--- config.mk ---
export PLATFORM = sky130hd
export DESIGN_NAME = icache_direct_mapped_flat
export DESIGN_NICKNAME = d
export VERILOG_FILES = /design/src/rtl/icache_direct_mapped_if.sv /design/src/rtl/icache_direct_mapped.sv /design/src/flat_wrapper.sv
export SDC_FILE = /design/constraint.sdc
export NUM_CORES = 1
export LEC_CHECK = 0
export BUFFER_PORTS_ARGS = -buffer_cell sky130_fd_sc_hd__buf_2
export CAP_MARGIN = 10
export CORE_MARGIN = 2
export CORE_UTILIZATION = 61
export DETAILED_ROUTE_END_ITERATION = 16
export PLACE_DENSITY = 0.79
export SYNTH_ARGS = -nofsm -noshare
export SYNTH_HDL_FRONTEND = slang
export SYNTH_SLANG_ARGS = --single-unit
--- constraint.sdc ---
create_clock -name CLK -period 18 [get_ports CLK]
set_input_delay 5.4 -clock CLK [delete_from_list [all_inputs] [get_ports CLK]]
set_output_delay 5.4 -clock CLK [all_outputs]
set_load 0.01 [all_outputs]
--- src/rtl/icache_direct_mapped_if.sv ---
// icache_direct_mapped_if: CPU fetch port plus block-wide instruction memory port.
// The cache connects through the slave modport. The fetch/memory side uses the master modport.
interface icache_direct_mapped_if #(
    parameter int ADDR_BITS = 10
);
    logic [31:0]          PC;
    logic [31:0]          INSTRUCTION;
    logic                 IBUSYWAIT;
    logic                 MEM_READ;
    logic [ADDR_BITS-5:0] MEM_ADDRESS;
    logic [127:0]         MEM_READDATA;
    logic                 MEM_BUSYWAIT;

    modport master (
        output PC, MEM_READDATA, MEM_BUSYWAIT,
        input  INSTRUCTION, IBUSYWAIT, MEM_READ, MEM_ADDRESS
    );

    modport slave (
        input  PC, MEM_READDATA, MEM_BUSYWAIT,
        output INSTRUCTION, IBUSYWAIT, MEM_READ, MEM_ADDRESS
    );
endinterface

--- src/rtl/icache_direct_mapped.sv ---
// icache_direct_mapped: direct-mapped, read-only instruction cache with 16-byte blocks.
// Hits are served combinationally. A miss stalls the CPU, fetches one block, and then replays as a hit.
// Optional feature: define ICACHE_STATS_EN to add the saturating HIT_COUNT/MISS_COUNT outputs.
module icache_direct_mapped #(
    parameter int ADDR_BITS  = 10,
    parameter int INDEX_BITS = 3
) (
    input  logic CLK,
    input  logic RESET,
    icache_direct_mapped_if.slave bus
`ifdef ICACHE_STATS_EN
    ,
    output logic [15:0] HIT_COUNT,
    output logic [15:0] MISS_COUNT
`endif
);
    localparam int          NUM_BLOCKS = 2 ** INDEX_BITS;
    localparam int          TAG_BITS   = ADDR_BITS - 4 - INDEX_BITS;
    localparam logic [31:0] PC_NOREQ   = 32'hFFFF_FFFC;

    typedef enum logic [1:0] {IDLE, MEMREAD, UPDATE} state_t;

    state_t                state_q, state_d;
    logic [NUM_BLOCKS-1:0] valid_q;
    logic [TAG_BITS-1:0]   tag_q  [NUM_BLOCKS];
    logic [127:0]          data_q [NUM_BLOCKS];

    logic [INDEX_BITS-1:0] pc_index;
    logic [TAG_BITS-1:0]   pc_tag;
    logic [1:0]            pc_offset;
    logic [127:0]          line;
    logic                  no_req;
    logic                  hit;

    assign pc_offset       = bus.PC[3:2];
    assign pc_index        = bus.PC[4+INDEX_BITS-1:4];
    assign pc_tag          = bus.PC[ADDR_BITS-1:4+INDEX_BITS];
    assign no_req          = (bus.PC == PC_NOREQ);
    assign hit             = !no_req && valid_q[pc_index] && (tag_q[pc_index] == pc_tag);
    assign line            = data_q[pc_index];
    assign bus.MEM_ADDRESS = bus.PC[ADDR_BITS-1:4];

    // State register. Reset abandons any in-flight fill.
    always_ff @(posedge CLK or posedge RESET) begin
        if (RESET) state_q <= IDLE;
        else       state_q <= state_d;
    end

    // Next state and outputs. During reset all outputs are held at their quiet values.
    always_comb begin
        state_d         = state_q;
        bus.MEM_READ    = 1'b0;
        bus.IBUSYWAIT   = 1'b0;
        bus.INSTRUCTION = '0;
        if (!RESET) begin
            case (state_q)
                IDLE: begin
                    if (hit) begin
                        bus.INSTRUCTION = line[32*pc_offset +: 32];
                    end else if (!no_req) begin
                        bus.IBUSYWAIT = 1'b1;
                        state_d       = MEMREAD;
                    end
                end
                MEMREAD: begin
                    bus.MEM_READ  = 1'b1;
                    bus.IBUSYWAIT = 1'b1;
                    if (!bus.MEM_BUSYWAIT) state_d = UPDATE;
                end
                UPDATE: begin
                    bus.IBUSYWAIT = 1'b1;
                    state_d       = IDLE;
                end
                default: state_d = IDLE;
            endcase
        end
    end

    // Valid bits are cleared on reset and set when a block is installed.
    always_ff @(posedge CLK or posedge RESET) begin
        if (RESET)                 valid_q           <= '0;
        else if (state_q == UPDATE) valid_q[pc_index] <= 1'b1;
    end

    // Tag and data arrays need no reset because every read is qualified by the valid bit.
    always_ff @(posedge CLK) begin
        if (state_q == UPDATE) begin
            tag_q[pc_index]  <= pc_tag;
            data_q[pc_index] <= bus.MEM_READDATA;
        end
    end

`ifdef ICACHE_STATS_EN
    logic [15:0] hit_count_q;
    logic [15:0] miss_count_q;

    // Saturating counters. A hit counts once per IDLE cycle, including the replay after a fill.
    always_ff @(posedge CLK or posedge RESET) begin
        if (RESET) begin
            hit_count_q  <= '0;
            miss_count_q <= '0;
        end else if (state_q == IDLE) begin
            if (hit && hit_count_q != '1) hit_count_q <= hit_count_q + 16'd1;
            if (state_d == MEMREAD && miss_count_q != '1) miss_count_q <= miss_count_q + 16'd1;
        end
    end

    assign HIT_COUNT  = hit_count_q;
    assign MISS_COUNT = miss_count_q;
`endif
endmodule
--- src/flat_wrapper.sv ---
// flat-port wrapper written by rule: the top's interface ports become plain ports
module icache_direct_mapped_flat 
#(
    parameter int ADDR_BITS  = 10,
    parameter int INDEX_BITS = 3
)
  (CLK, RESET, bus_PC, bus_MEM_READDATA, bus_MEM_BUSYWAIT, bus_INSTRUCTION, bus_IBUSYWAIT, bus_MEM_READ, bus_MEM_ADDRESS);
  icache_direct_mapped_if #(.ADDR_BITS(ADDR_BITS)) bus_i ();
  input  logic CLK;
  input  logic RESET;
  input wire logic [$bits(bus_i.PC)-1:0] bus_PC;
  input wire logic [$bits(bus_i.MEM_READDATA)-1:0] bus_MEM_READDATA;
  input wire logic [$bits(bus_i.MEM_BUSYWAIT)-1:0] bus_MEM_BUSYWAIT;
  output wire logic [$bits(bus_i.INSTRUCTION)-1:0] bus_INSTRUCTION;
  output wire logic [$bits(bus_i.IBUSYWAIT)-1:0] bus_IBUSYWAIT;
  output wire logic [$bits(bus_i.MEM_READ)-1:0] bus_MEM_READ;
  output wire logic [$bits(bus_i.MEM_ADDRESS)-1:0] bus_MEM_ADDRESS;
  assign bus_i.PC = bus_PC;
  assign bus_i.MEM_READDATA = bus_MEM_READDATA;
  assign bus_i.MEM_BUSYWAIT = bus_MEM_BUSYWAIT;
  assign bus_INSTRUCTION = bus_i.INSTRUCTION;
  assign bus_IBUSYWAIT = bus_i.IBUSYWAIT;
  assign bus_MEM_READ = bus_i.MEM_READ;
  assign bus_MEM_ADDRESS = bus_i.MEM_ADDRESS;
  icache_direct_mapped #(.ADDR_BITS(ADDR_BITS), .INDEX_BITS(INDEX_BITS)) u_core (.CLK(CLK), .RESET(RESET), .bus(bus_i));
endmodule
==> out/metrics.yaml <==
status: "finished clean"
drt-vias-per-instance: 6.43
hold_viol: 0
ys_seq_area_share_pct: 78.4
io-pin-count: 203
path_clk_slew_ns: 0.06
yosys_register_bits: 1058
synth-async-reset-ratio_pct: 0.945
drv_cap: 0
drc_errors: 0
synthTopCellsByArea: "edfxtp_1 (78%), mux4_2 (18%), mux2i_1 (1.0%)"
cp.required_ns: 12.60
die_y_um: 262
cts_resized: 0
p_leak_nw: 14.7
place_congestion: 0.746
drt_iter0_drc: 1733
antenna_found_initial: 29
grt_pass1_wl_mm: 123
wl_mm: 82.7
coreArea_um2: 65700
fmax_ghz: 0.0670
rsz0062_at_grt: "false"
fin_nets: 2026
final_antenna_net_count: 0
fillCellCount: 3689
clock_latency_ns: 0.64
hp-class: "register to register"
numCtsBuffers: 100
start_util_pct: 61.6
power_mw: 5.23
crit_arrival_ns: 9.53
hold_buffers: 0
h-tree-depth: 3
cts_tree: "yes"
tightestPinTransition_ns: 1.13
fin_skew_ns: 0.00988
post_cts_buffers: 0
routedWlPerCell_um: 29.4
ys_types: 39
cts.sinks: 1058
fin_crit_sh_pct: 83.0
synth_area_um2: 40500
cp-start-kind: "primary input"
crit_type: "primary input to output port"
synth_largest_area_cell: "edfxtp_1"
syn_area_per_cell_um2: 25.0
clk_path_buf_depth: 3
end_kind: "output port"
dieArea_um2: 68400
relSlewSlack_pct: 24.5
grt_pass1_vias: 19000
synth_ff_type: "edfxtp_1"
fin_util_pct: 69.5
grtUsageTotal_pct: 24.8
post_route_cells_drive_above_1_share_pct: 36.4
grt_max_degree: 161
period_minus_slack_ns: 14.93
setup_ws_ns: 3.07
yosys_warnings: 0
dpl.hpwl_mm: 41.7
cp_max_fo: 160
clock-root-buffer: "clkbuf_16"
fp.dieW_um: 262
overflow: 0
synth_top_area_share_pct: 77.7
syn2layout_area_growth_pct: 12.8
drtPass1Iterations: 5
rows: 94
setup_viol: 0
syn_nets: 1791
synth_cells: 1622
finalMaxSlewViolations: 0
pre_cts_ws_ns: 2.97
synth-edff-count: 1048
numPortBuffers: 202
peakVddDrop_mv: 0.0817
vias: 18100
p_per_area_nw_per_um2: 115
tns_ns: 0
per-layer routing:
metal | wire length [um] | global-route usage (%)
met4 | 2200 | 7.61
met3 | 6240 | 5.56
met1 | 32800 | 34.9
met5 | 180 | 0
met2 | 41300 | 40.0
path summary, 6_finish.rpt:
kind / slack, ns / start / cells past startpoint / to
max in group asynchronous: 12.90 / RESET / 2 / u_core.valid_q[5]
min in group asynchronous: 4.80 / RESET / 2 / u_core.state_q[0]
worst max-delay path: 3.07 / bus_PC[6] / 10 / bus_INSTRUCTION[15]
worst max register to register: 13.91 / u_core.state_q[0] / 6 / u_core.data_q[2][124]
worst min-delay path: 0.47 / u_core.valid_q[6] / 1 / u_core.valid_q[6]
worst min register to register: 0.47 / u_core.valid_q[6] / 1 / u_core.valid_q[6]
layout by cell type (no fill, tap or decap), drive strengths merged, types with 2 or more instances in the layout:
cell / instances
edfxtp: 1048
mux4: 320
buf: 222
clkbuf: 134
mux2i: 41
nor2: 40
clkinv: 39
diode: 14
dfrtp: 10
or2: 8
mux2: 8
nand4: 7
bufinv: 7
ha: 6
nand2: 5
inv: 5
nor3: 4
nor2b: 3
nand2b: 3
a22o: 2
o22ai: 2
o21ai: 2
a22oi: 2
nor4: 2
nand4b: 2
a21oi: 2
and3: 2
nand3: 2
cell families (layout without fill, tap and decap cells):
| family | after synthesis | after routing | share of synthesized area, % |
|---|---|---|---|
| AO/OA/AOI/OAI | 14 | 14 | 0.260 |
| XOR/XNOR | 2 | 2 | 0.0433 |
| adder cells (fa/ha/maj) | 6 | 6 | 0.185 |
| buffers and inverters | 92 | 407 | 1.11 |
| flip-flops | 1058 | 1058 | 78.4 |
| multiplexers | 369 | 369 | 19.0 |
| other | 0 | 14 | 0 |
| AND/OR/NAND/NOR | 81 | 81 | 1.00 |
registers in the layout (all words and copies together) (netlist names):
register        flops
u_core.data_q    1024
u_core.state_q      2
u_core.tag_q       24
u_core.valid_q      8
stage by stage:
step           hold slack, ns  cell area (um2)  std cells
2_1_floorplan           0.431            40500       1622
3_3_place_gp            0.448            42500       2618
3_5_place_dp            0.455            42500       2618
4_1_cts                 0.471            45600       2800
5_1_grt                 0.479            45600       2810
6_report                0.472            45700       2815
synth_stat cells, types with 3 or more instances:
master and instances:
nor2_1 40, or2_2 8, buf_6 5, inv_1 3
mux2_1 3, mux4_2 320, edfxtp_1 1048, dfrtp_1 10
nand2_1 5, ha_1 6, nand4_1 7, clkbuf_1 37
mux2_2 5, mux2i_1 41, nor3_1 4, buf_4 6
nor2b_1 3, buf_2 35, buf_1 6
area by class of cell:
class | instances | area (um2) | area share (%)
tap | 864 | 1080 | 2.37
sequential | 1058 | 31700 | 69.5
inverter | 3 | 11.3 | 0.0247
clock buffer | 134 | 2720 | 5.97
multi-input combinational | 472 | 8370 | 18.3
timing repair buffer | 222 | 1290 | 2.83
antenna | 14 | 35.0 | 0.0767
clock inverter | 48 | 429 | 0.940
critical path: stages:
cell      delay (ns)
buf_8           0.58
buf_12          0.81
nand2b_1        0.32
o22ai_1         0.30
nor3_1          0.09
nor4b_2         0.30
or4b_2          0.94
buf_12          0.28
nor2_1          0.16
buf_2           0.16
power breakdown:
part | switching [mW] | internal (mW)
registers | 0.0288 | 2.82
logic | 0.214 | 0.151
clock network | 0.852 | 1.16
Power figures use the tool's default switching activity.
